===== src/rtl/sf48_li_scheduler_if.sv =====
// sf48_li_scheduler_if: handshake bundle between the interpolator scheduler and its environment
// master : sample source / engine side (drives tick, scaling codes, engine readies, clr_err)
// slave  : the scheduler (drives pass starts, result strobes, latched codes, status)
interface sf48_li_scheduler_if #(parameter int CNT_W = 16);
   logic             sample_tick;
   logic [3:0]       Ks;
   logic [3:0]       Kd;
   logic             ready_LpR;
   logic             ready_LmR;
   logic             clr_err;
   logic             start_LpR;
   logic             start_LmR;
   logic             ready_out_LpR;
   logic             ready_out_LmR;
   logic [3:0]       Ks_act;
   logic [3:0]       Kd_act;
   logic             busy;
   logic             overrun;
   logic             timeout_err;
   logic [CNT_W-1:0] sample_count;
   modport master (
      output sample_tick, Ks, Kd, ready_LpR, ready_LmR, clr_err,
      input  start_LpR, start_LmR, ready_out_LpR, ready_out_LmR, Ks_act, Kd_act,
             busy, overrun, timeout_err, sample_count
   );
   modport slave (
      input  sample_tick, Ks, Kd, ready_LpR, ready_LmR, clr_err,
      output start_LpR, start_LmR, ready_out_LpR, ready_out_LmR, Ks_act, Kd_act,
             busy, overrun, timeout_err, sample_count
   );
endinterface


===== src/rtl/sf48_li_scheduler.sv =====
// sf48_li_scheduler: runs the shared interpolator LpR then LmR once per 48 kHz sample tick
// i_clk  : rising-edge clock
// i_rst  : synchronous active-high reset
// bus    : slave side of sf48_li_scheduler_if
//          in  sample_tick, Ks, Kd, ready_LpR, ready_LmR, clr_err
//          out start_LpR, start_LmR, ready_out_LpR/LmR, Ks_act, Kd_act, busy,
//              overrun, timeout_err, sample_count
module sf48_li_scheduler #(
   parameter int         TIMEOUT = 64,
   parameter logic [3:0] KS_RST  = 4'b1000,
   parameter logic [3:0] KD_RST  = 4'b1100,
   parameter int         CNT_W   = 16
) (
   input logic                i_clk,
   input logic                i_rst,
   sf48_li_scheduler_if.slave bus
);
   localparam logic [2:0] IDLE    = 3'd0;
   localparam logic [2:0] START_P = 3'd1;
   localparam logic [2:0] WAIT_P  = 3'd2;
   localparam logic [2:0] START_M = 3'd3;
   localparam logic [2:0] WAIT_M  = 3'd4;
   localparam logic [2:0] DONE    = 3'd5;
   localparam int          TW  = $clog2(TIMEOUT);
   localparam logic [TW-1:0] LIM = TW'(TIMEOUT - 1);
   logic [2:0]       r_state;
   logic [2:0]       w_next;
   logic [TW-1:0]    r_wait;
   logic             r_pend;
   logic             r_ovr;
   logic             r_terr;
   logic [3:0]       r_ks;
   logic [3:0]       r_kd;
   logic [CNT_W-1:0] r_cnt;
   logic             w_in_pass;
   logic             w_wait;
   logic             w_rdy;
   logic             w_to;
   logic             w_load;
   always_comb begin
      w_in_pass = r_state != IDLE && r_state != DONE;
      w_wait    = r_state == WAIT_P || r_state == WAIT_M;
      // only the ready matching the current wait state counts; a ready on the
      // last allowed cycle beats the watchdog
      w_rdy     = r_state == WAIT_P ? bus.ready_LpR : (r_state == WAIT_M && bus.ready_LmR);
      w_to      = w_wait && !w_rdy && r_wait == LIM;
      // a new pass starts from IDLE on a tick, or straight out of DONE when a
      // tick is buffered or arriving
      w_load    = r_state == IDLE ? bus.sample_tick : (r_state == DONE && (r_pend || bus.sample_tick));
      w_next    = w_load              ? START_P
                : r_state == START_P  ? WAIT_P
                : r_state == START_M  ? WAIT_M
                : w_rdy               ? (r_state == WAIT_P ? START_M : DONE)
                : (w_wait && !w_to)   ? r_state
                :                       IDLE;
   end
   always_ff @(posedge i_clk) begin
      if (i_rst) begin
         r_state <= IDLE;
         r_wait  <= '0;
         r_pend  <= 1'b0;
         r_ovr   <= 1'b0;
         r_terr  <= 1'b0;
         r_ks    <= KS_RST;
         r_kd    <= KD_RST;
         r_cnt   <= '0;
      end else begin
         r_state <= w_next;
         r_wait  <= w_wait ? r_wait + 1'b1 : '0;
         if (w_load) begin
            r_ks <= bus.Ks;
            r_kd <= bus.Kd;
         end
         if (r_state == DONE)
            r_cnt <= r_cnt + 1'b1;
         // DONE consumes the buffered tick and re-buffers a coincident one;
         // a watchdog abort discards whatever was buffered
         r_pend  <= w_to             ? 1'b0
                  : r_state == DONE  ? (r_pend && bus.sample_tick)
                  :                    (r_pend || (w_in_pass && bus.sample_tick));
         // set terms are ORed after the clear so a coincident set wins
         r_ovr   <= (w_in_pass && bus.sample_tick && r_pend) || (r_ovr && !bus.clr_err);
         r_terr  <= w_to || (r_terr && !bus.clr_err);
      end
   end
   assign bus.start_LpR     = r_state == START_P;
   assign bus.start_LmR     = r_state == START_M;
   assign bus.ready_out_LpR = r_state == DONE;
   assign bus.ready_out_LmR = r_state == DONE;
   assign bus.busy          = r_state != IDLE;
   assign bus.overrun       = r_ovr;
   assign bus.timeout_err   = r_terr;
   assign bus.Ks_act        = r_ks;
   assign bus.Kd_act        = r_kd;
   assign bus.sample_count  = r_cnt;
endmodule


===== src/flat_wrapper.sv =====
// flat-port wrapper written by rule: the top's interface ports become plain ports
module sf48_li_scheduler_flat 
#(
   parameter int         TIMEOUT = 64,
   parameter logic [3:0] KS_RST  = 4'b1000,
   parameter logic [3:0] KD_RST  = 4'b1100,
   parameter int         CNT_W   = 16
)
  (i_clk, i_rst, bus_sample_tick, bus_Ks, bus_Kd, bus_ready_LpR, bus_ready_LmR, bus_clr_err, bus_start_LpR, bus_start_LmR, bus_ready_out_LpR, bus_ready_out_LmR, bus_Ks_act, bus_Kd_act, bus_busy, bus_overrun, bus_timeout_err, bus_sample_count);
  sf48_li_scheduler_if #(.CNT_W(CNT_W)) bus_i ();
  input logic i_clk;
  input logic i_rst;
  input wire logic [$bits(bus_i.sample_tick)-1:0] bus_sample_tick;
  input wire logic [$bits(bus_i.Ks)-1:0] bus_Ks;
  input wire logic [$bits(bus_i.Kd)-1:0] bus_Kd;
  input wire logic [$bits(bus_i.ready_LpR)-1:0] bus_ready_LpR;
  input wire logic [$bits(bus_i.ready_LmR)-1:0] bus_ready_LmR;
  input wire logic [$bits(bus_i.clr_err)-1:0] bus_clr_err;
  output wire logic [$bits(bus_i.start_LpR)-1:0] bus_start_LpR;
  output wire logic [$bits(bus_i.start_LmR)-1:0] bus_start_LmR;
  output wire logic [$bits(bus_i.ready_out_LpR)-1:0] bus_ready_out_LpR;
  output wire logic [$bits(bus_i.ready_out_LmR)-1:0] bus_ready_out_LmR;
  output wire logic [$bits(bus_i.Ks_act)-1:0] bus_Ks_act;
  output wire logic [$bits(bus_i.Kd_act)-1:0] bus_Kd_act;
  output wire logic [$bits(bus_i.busy)-1:0] bus_busy;
  output wire logic [$bits(bus_i.overrun)-1:0] bus_overrun;
  output wire logic [$bits(bus_i.timeout_err)-1:0] bus_timeout_err;
  output wire logic [$bits(bus_i.sample_count)-1:0] bus_sample_count;
  assign bus_i.sample_tick = bus_sample_tick;
  assign bus_i.Ks = bus_Ks;
  assign bus_i.Kd = bus_Kd;
  assign bus_i.ready_LpR = bus_ready_LpR;
  assign bus_i.ready_LmR = bus_ready_LmR;
  assign bus_i.clr_err = bus_clr_err;
  assign bus_start_LpR = bus_i.start_LpR;
  assign bus_start_LmR = bus_i.start_LmR;
  assign bus_ready_out_LpR = bus_i.ready_out_LpR;
  assign bus_ready_out_LmR = bus_i.ready_out_LmR;
  assign bus_Ks_act = bus_i.Ks_act;
  assign bus_Kd_act = bus_i.Kd_act;
  assign bus_busy = bus_i.busy;
  assign bus_overrun = bus_i.overrun;
  assign bus_timeout_err = bus_i.timeout_err;
  assign bus_sample_count = bus_i.sample_count;
  sf48_li_scheduler #(.TIMEOUT(TIMEOUT), .KS_RST(KS_RST), .KD_RST(KD_RST), .CNT_W(CNT_W)) u_core (.i_clk(i_clk), .i_rst(i_rst), .bus(bus_i));
endmodule

===== config.mk =====
export PLATFORM = sky130hd
export DESIGN_NAME = sf48_li_scheduler_flat
export DESIGN_NICKNAME = d
export VERILOG_FILES = /design/src/rtl/sf48_li_scheduler_if.sv /design/src/rtl/sf48_li_scheduler.sv /design/src/flat_wrapper.sv
export SDC_FILE = /design/constraint.sdc
export NUM_CORES = 1
export LEC_CHECK = 0
export ABC_AREA = 0
export CORE_UTILIZATION = 49
export CTS_CLUSTER_SIZE = 28
export DETAILED_ROUTE_END_ITERATION = 10
export PLACE_DENSITY = 0.92
export RECOVER_POWER = 25
export SLEW_MARGIN = 20
export SYNTH_ARGS = -nofsm -noshare
export SYNTH_HDL_FRONTEND = slang
export SYNTH_SLANG_ARGS = --single-unit
export TNS_END_PERCENT = 5

===== constraint.sdc =====
create_clock -name i_clk -period 2.6 [get_ports i_clk]
set_input_delay 0.52 -clock i_clk [delete_from_list [all_inputs] [get_ports i_clk]]
set_output_delay 0.52 -clock i_clk [all_outputs]
set_load 0.005 [all_outputs]

==> Word-level counts from Yosys, hierarchy flattened <==
Index checks and enable logic that the tools add are counted.
Widths: inputs -> output; s select.
{ "word_totals": {"in_bits": 14, "wordCells": 57, "output_inout_bits": 31, "regBits": 36} }
{ "classes": {"n_reduce_logical": 25, "n_mux": 9, "n_bitwise": 1, "n_eq_ne": 10, "add_sub_neg": 2} }
{ "op_table": {"columns": ["operator", "n"], "rows": [
  ["$add 16x1->16 const B", 1],
  ["$mux 3", 4],
  ["$logic_and 1x1->1", 11],
  ["$add 6x1->6 const B", 1],
  ["$eq 3x2->1 const B", 2],
  ["$eq 3x3->1 const B", 2],
  ["$eq 6x6->1 const B", 1],
  ["$reduce_or 2->1", 3],
  ["$logic_or 1x1->1", 5],
  ["$ne 5x3->1 const B", 1],
  ["$mux 1", 4],
  ["$ne 4x3->1 const B", 1],
  ["$eq 3x1->1 const B", 1],
  ["$logic_not 1->1", 3],
  ["$logic_not 3->1", 1],
  ["$ne 3x2->1 const B", 1],
  ["$ne 3x3->1 const B", 1],
  ["$reduce_bool 3->1", 1],
  ["$reduce_or 3->1", 1],
  ["$mux 2", 1],
  ["$not 1->1", 1]
]} }

==> Logic depth before layout (Yosys ltp) <==
{ "logic_depth": {"ltp_word": 13, "depth_mapped": 6, "ltp_nobuf": 5} }

==> Worst setup path before layout <==
No wires, ideal clock.
{ "synth_timing": {"path_kind": "input to register", "from": "in bus_sample_tick", "to": "reg u_core.r_kd[0], in the netlist u_core.bus.Kd_act[0]", "arrival_time_ns": 1.529, "n_path_buf": 1, "slack_ns": 0.944, "stages": 5, "setup_time_ns": 0.128, "path_cell_list": "or3b_1 > a21oi_1 > buf_4 > mux2i_1 > nor2_1"} }
{ "synth_between": {"elab_chain_len": 3} }
{ "synth_rtl": {"columns": ["item", "line", "rtl"], "rows": [
  ["start, declared", "flat_wrapper.sv:13", "input wire logic [$bits(bus_i.sample_tick)-1:0] bus_sample_tick;"],
  ["$logic_or 1x1->1", "sf48_li_scheduler.sv:49", "w_load = r_state == IDLE ? bus.sample_tick : (r_state == DONE && (r_pend || bus.sample_tick));"],
  ["$logic_and 1x1->1", "sf48_li_scheduler.sv:49", null],
  ["$mux 1 (*)", "sf48_li_scheduler.sv:49", null],
  ["end signal, assigned", "sf48_li_scheduler.sv:72", "r_kd <= bus.Kd;"],
  ["end, declared", "sf48_li_scheduler.sv:33", "logic [3:0] r_kd;"]
]} }
Mark *: on every way between the ends. The rest lies on a longest branch, timed or not.
A chain may end at the register's enable or synchronous reset.

==> Worst setup path after layout <==
{ "layout_timing": {"from": "reg u_core.r_state[1]", "to": "out bus_ready_out_LpR"} }
{ "layout_between": {"elab_chain_len": 1} }
{ "layout_rtl": {"columns": ["item", "line", "rtl"], "rows": [
  ["start, declared", "sf48_li_scheduler.sv:26", "logic [2:0] r_state;"],
  ["start signal, assigned", "sf48_li_scheduler.sv:68", "r_state <= w_next;"],
  ["$eq 3x3->1", "sf48_li_scheduler.sv:88", "assign bus.ready_out_LpR = r_state == DONE;"],
  ["end, declared", "flat_wrapper.sv:21", "output wire logic [$bits(bus_i.ready_out_LpR)-1:0] bus_ready_out_LpR;"]
]} }
Every way passes these cells.

==> key figures <==
Yosys
  • Most frequent cell after synthesis: dfxtp_1
  • FFs w/ async S/R, synth: 0
  • Top post-synthesis cells by count: 36 x dfxtp_1, 26 x nor2_1, 10 x nand2_1, 9 x a21oi_1, 7 x xor2_1
  • Synth Net Count: 196
  • Post-Syn Area: 1630 um2
  • Number of synthesized flops with an enable pin: 0
  • Synth cell types: 44
  • Prevailing post-synth register cell: dfxtp_1
  • Number of synthesized register bits: 36
  • Synth area leader: dfxtp_1
  • Mapped Cells: 180
  • Post-synthesis sequential area ratio: 0.443
  • Top post-synthesis cells by area: dfxtp_1 44%, nor2_1 6.0%, xor2_1 3.8%
  • Syn. warnings: 0
  • Syn_area_per_cell: 9.03 um2
  • Synth top area share: 0.443

STA
  • Fin crit share: 0.893
  • Final Max Tran Viols: 0
  • Fmax: 431 MHz
  • Final min period: 2.32 ns
  • Worst-margin pin slew: 0.352 ns
  • Endpoints failing setup: 0
  • RSZ-0062 raised after global routing: false
  • Clk_skew: 0.00552 ns
  • Final hold vios: 0
  • Rel. slew slack: 0.765
  • TNS Setup: 0 ns

Critical path
  • CP Cell Sequence: nand3b_1 > inv_1 > clkdlybuf4s50_1
  • Worst EP required: 2.08 ns
  • R2R setup slack: 0.81 ns
  • Setup Crit Path Kind: reg -> out
  • Worst setup path start: u_core.r_state[1]
  • Crit start category: flop
  • CP arrival: 1.80 ns
  • Slowest-stage cell, CP: clkdlybuf4s50_1
  • RR Startpoint: u_core.bus.sample_count[2]
  • Critical Path End Type: output pin
  • Crit-path max FO: 14
  • Critical Path Max Stage Delay: 0.51 ns

Min path
  • Worst Hold Class: reg -> reg
  • Hold Crit Start: u_core.r_wait[0]

Run
  • Number of max-cap violations: 0

Floorplan
  • DIE HEIGHT: 59.6 um
  • Die Area: 3550 um2
  • # rows: 20
  • Initial Util: 0.524
  • Core area: 3100 um2
  • Die X: 59.6 um
  • # IOs: 45

Clock tree
  • Post-CTS resize count: 0
  • Clk root buf: clkbuf_4
  • CTS H-tree depth: 2
  • Sink Count: 36
  • Insertion delay to the later sink of the worst-skew pair: 0.33 ns
  • Hold-fix buffers at CTS: 0
  • CTS Buffer Depth: 2
  • Worst-path clk slew: 0.10 ns
  • CTS tree: built
  • Num CTS Buffers: 5
  • # Post-CTS Setup Buffers: 0

Power and ir drop
  • PD cells: 479 nW/um2
  • Worst-case vdd ir drop: 361 uV
  • Clk pwr share: 0.297
  • Combinational share of power: 0.126
  • Total power: 1020 uW
  • Internal power: 783 uW
  • Static Leak: 0.000756 uW
  • Sw Ratio: 0.231
  • Sw Pwr: 235 uW
  • Sequential share of power: 0.577

Placement
  • Detailed placement HPWL: 2290 um
  • Placed Area: 2080 um2
  • Routability cong.: 0.786
  • Cell total after placement: 260
  • Port Buffers: 44

Outcome
  • Outcome: finished clean

Drt
  • WL final: 3160 um
  • ANT nets after route: 0
  • Drt initial violations: 39
  • Detailed Routing Iterations Pass 1: 4
  • Avg WL per Cell: 11.8 um
  • DR vias/cell: 5.17
  • Total via count in the routed design: 1385
  • DRC violations left: 0

Final layout
  • Layout Utilization: 0.685
  • Area added between synthesis and finish: 30.7%
  • Fin area: 2120 um2
  • Fin cells: 268
  • Post-layout nets: 239
  • Final-layout fill cell count: 265
  • Antenna Cells: 0
  • Share of cells above drive strength 1: 0.0536

Global routing
  • GRT Total Usage: 0.206
  • Global route total overflow: 0
  • Initial antenna violation count: 0
  • Largest net degree at the start of global routing: 30
  • First-pass GRT wire length: 5340 um
  • Vias in the first global route: 1238
-- path summary, 6_finish.rpt --
kind | end | cells after the start
worst max-delay path | bus_ready_out_LpR | 3
worst min-delay path | u_core.r_wait[0] | 1
worst max register to register | u_core.bus.sample_count[13] | 4
worst min register to register | u_core.r_wait[0] | 1
-- metrics by stage --
stage / setup WS (ns) / hold WS, ns
4_1_cts: 0.115 / 0.455
3_3_place_gp: 0.431 / 0.433
6_report: 0.279 / 0.454
2_1_floorplan: 0.944 / 0.418
5_1_grt: 0.187 / 0.490
3_5_place_dp: 0.400 / 0.437
-- cell type report --
cell class / instances / area (um2) / area share
inverter: 4 / 15.0 / 0.00707
tap: 44 / 55.1 / 0.0259
multi-input combinational: 129 / 811 / 0.382
clock buffer: 8 / 58.8 / 0.0277
sequential: 36 / 722 / 0.340
timing repair buffer: 47 / 463 / 0.218
-- power by group through the flow --
stage | Sequential [uW] | Combinational [uW] | Clock, uW
finish | 588 | 128 | 303
global route | 592 | 141 | 334
CTS | 588 | 130 | 307
detailed placement | 600 | 130 | 0
global placement | 601 | 127 | 0
floorplan | 594 | 71.0 | 0
-- critical path, delay by kind of cell, from the launching register on --
family                 cells  cell delay [ns]
buffers and inverters      2             0.69
AND/OR/NAND/NOR            1             0.35
flip-flops                 1             0.43
-- state kept, by name, summed over array words and instances (netlist names) --
signal,cells
u_core.bus.overrun,1
u_core.bus.Kd_act,4
u_core.bus.sample_count,16
u_core.bus.timeout_err,1
u_core.r_wait,6
u_core.r_pend,1
u_core.bus.Ks_act,4
u_core.r_state,3
-- per-layer routing --
layer	up-vias	track usage	share of wire
met2	41	0.327	0.46
li1	714	-	-
met1	628	0.251	0.46
met4	0	0.0598	0.0054
met5	-	0	0
met3	2	0.0917	0.072
-- logic make-up after synthesis --
| family | share of synthesized area |
|---|---|
| AOI/OAI and AO/OA | 0.112 |
| and+or+nand+nor | 0.273 |
| adders and majority gates | 0.0154 |
| DFF | 0.443 |
| xor gates and xnor gates | 0.0701 |
| buffers and inverters | 0.0485 |
| muxes | 0.0377 |
-- cell usage in the layout (no fill, tap or decap), types with 3 or more instances in the layout --
cell              n
a211o_1           4
a21oi_1           9
buf_4             3
clkbuf_4          5
clkdlybuf4s50_1  44
dfxtp_1          35
inv_1             4
mux2i_1           5
nand2_1          10
nand2b_1          4
nand3_1           5
nand3b_1          3
nand4_1           5
nor2_1           26
nor2b_1           6
nor3_1            4
or3_1             4
xnor2_1           6
xor2_1            7
No activity file was read; power rests on OpenSTA's default activity.
==> RTL change, RTL diff (same settings) <==
`TIMEOUT` is set to 64 in 2 places; all go to 32.
--- a/src/rtl/sf48_li_scheduler.sv
+++ b/src/rtl/sf48_li_scheduler.sv
@@ -6,7 +6,7 @@
 //          out start_LpR, start_LmR, ready_out_LpR/LmR, Ks_act, Kd_act, busy,
 //              overrun, timeout_err, sample_count
 module sf48_li_scheduler #(
-   parameter int         TIMEOUT = 64,
+   parameter int         TIMEOUT = 32,
    parameter logic [3:0] KS_RST  = 4'b1000,
    parameter logic [3:0] KD_RST  = 4'b1100,
    parameter int         CNT_W   = 16
--- a/src/flat_wrapper.sv
+++ b/src/flat_wrapper.sv
@@ -1,7 +1,7 @@
 // flat-port wrapper written by rule: the top's interface ports become plain ports
 module sf48_li_scheduler_flat 
 #(
-   parameter int         TIMEOUT = 64,
+   parameter int         TIMEOUT = 32,
    parameter logic [3:0] KS_RST  = 4'b1000,
    parameter logic [3:0] KD_RST  = 4'b1100,
    parameter int         CNT_W   = 16
Formal check against the unedited RTL: no difference found for any inputs over 10 cycles, from zero or initial values and one cycle with i_rst high; that may be too few to reach the edited logic, so the function may still have changed.
==> RTL change against the unedited design <==
- first-iteration DRC count is 18% lower
- power is 6.2% lower
- synthesized area is 4.0% lower
- cell area is 2.1% lower
- worst setup slack worse by 0.086 ns
- sequential share of layout area is 0.29 points lower
- sequential cell count is 1 lower
- routed wire length is 1.4% lower
- critical path type unchanged
==> RTL change: results (changes against the unedited design) <==
Status
  • Status: completed (unchanged)

Global routing
  • First-pass GRT wire length: 5250 microns (was 5340 microns)
  • Maximum number of pins on one net before global-route repair: 24 (was 30)
  • Total GRT Usage: 0.201 (was 0.206)
  • Number of global-route vias before repair: 1188 (was 1238)

Placed design
  • GP Congestion: 0.787 (was 0.786)
  • Post-DP HPWL: 2280 microns (was 2290 microns)
  • DP Cell Count: 257 (was 260)
  • Placed Area: 0.00203 sq mm (was 0.00208 sq mm)
  • Place WS: 0.391 ns (was 0.400 ns)

Synth
  • Sequential area share after synthesis: 0.449 (was 0.443)
  • XOR/XNOR Fraction of Synth Area: 0.0617 (was 0.0701)
  • Post-Synth Adder-Cell Area: 0.0241 (was 0.0154)
  • Synth async-reset ratio: 0 (unchanged)
  • Netlist cell types: 43 (was 44)
  • Multiplexer share of the synthesized area: 0.0465 (was 0.0377)
  • Cells after synthesis: 175 (was 180)
  • Net count after synthesis: 192 (was 196)
  • Synth Area in Compound Gates: 0.119 (was 0.112)
  • Synth cell count leaders: dfxtp_1 (35), nor2_1 (25), inv_1 (12) (was dfxtp_1 (36), nor2_1 (26), nand2_1 (10))
  • Synth top area cells: dfxtp_1 (45%), nor2_1 (6.0%), xnor2_1 (3.9%) (was dfxtp_1 (44%), nor2_1 (6.0%), xor2_1 (3.8%))

Detailed routing
  • Initial DRT Pass Iterations: 4 (unchanged)
  • First DRT Iteration DRCs: 32 (was 39)
  • Routed wire length: 3120 microns (was 3160 microns)
  • Via density: 5.12 (was 5.17)

Power
  • Leak: 0.774 nW (was 0.756 nW)
  • Worst vdd ir: 313 uV (was 361 uV)

STA
  • Worst Tran Pin Value: 0.940 ns (was 0.352 ns)
  • Fmax: 415 MHz (was 431 MHz)
  • Clock Skew: 0.00449 ns (was 0.00552 ns)

Layout
  • Nets: 237 (was 239)
  • Finished Layout Cells: 265 (was 268)
  • Fill count: 241 (was 265)

Worst setup path
  • Worst Path Arrival: 1.89 ns (was 1.80 ns)
  • R2R Path Start: u_core.bus.sample_count[3]$_SDFFE_PP0P_ (was u_core.bus.sample_count[2]$_SDFFE_PP0P_)
  • Worst R2R End: u_core.bus.sample_count[15]$_SDFFE_PP0P_ (was u_core.bus.sample_count[13]$_SDFFE_PP0P_)
  • Setup slack, reg-to-reg: 0.61 ns (was 0.81 ns)
  • Worst setup path end: bus_start_LmR (was bus_ready_out_LpR)
  • Crit path from: u_core.r_state[0]$_SDFFE_PP0P_ (was u_core.r_state[1]$_SDFFE_PP0P_)
  • Maximum fanout along the worst path: 9 (was 14)

CTS
  • Clk buf depth: 2 (unchanged)
-- RTL change: cell count changes after synthesis, sizes merged, moves of 2 or more --
cell	unedited run	this run
xor2	7	4
o22ai	0	2
o21ai	4	1
nor3	4	6
nand4	5	3
inv	4	12
or3	5	3
nand3b	3	1
-- RTL change: logic make-up (layout without fill, tap and decap cells) --
family / Yosys count / after routing
buf+inv: 21 / 67
simple gates: 71 / 71
xor+xnor: 11 / 11
flops: 35 / 35
fa+ha+maj: 3 / 3
mux: 7 / 7
compound gates: 27 / 27
-- RTL change: final cells by class --
| class | instances | area (sq um) | share of cell area |
|---|---|---|---|
| Clock buffer | 7 | 45.0 | 0.0217 |
| Timing Repair Buffer | 47 | 459 | 0.221 |
| Clock inverter | 1 | 5.00 | 0.00241 |
| Multi-Input combinational cell | 119 | 769 | 0.370 |
| Inverter | 12 | 45.0 | 0.0217 |
| Sequential cell | 35 | 701 | 0.337 |
| Tap cell | 44 | 55.1 | 0.0265 |
-- RTL change: worst max-delay path, stage by stage, from the launching register on --
cell and delay (ns):
dfxtp_1 0.54, inv_1 0.17, nor3b_1 0.29, clkdlybuf4s50_1 0.56
-- RTL change: how the worst min path moves through the flow --
stage	endpoint	slack, ns	cells after the start
after detailed placement	u_core.r_wait[0]$_SDFF_PP0_	0.44	1
after CTS	u_core.r_wait[0]$_SDFF_PP0_	0.46	1
after floorplan	u_core.r_wait[0]$_SDFF_PP0_	0.42	1
after global placement	u_core.r_wait[0]$_SDFF_PP0_	0.43	1
final	u_core.r_wait[0]$_SDFF_PP0_	0.45	1
after global routing	u_core.r_wait[0]$_SDFF_PP0_	0.48	1
-- RTL change: power by group --
group	leakage [nW]	switching (mW)	total, mW	internal, mW
combinational	0.460	0.0445	0.114	0.0696
sequential	0.284	0.0135	0.564	0.551
clock	0.0293	0.172	0.277	0.105
-- RTL change: layer usage --
layer / vias to the layer above / part of all wire / GRT usage
li1: 699 / - / -
met1: 604 / 0.45 / 0.257
met2: 47 / 0.46 / 0.323
met3: 6 / 0.067 / 0.0659
met4: 0 / 0.018 / 0.0612
met5: - / 0 / 0
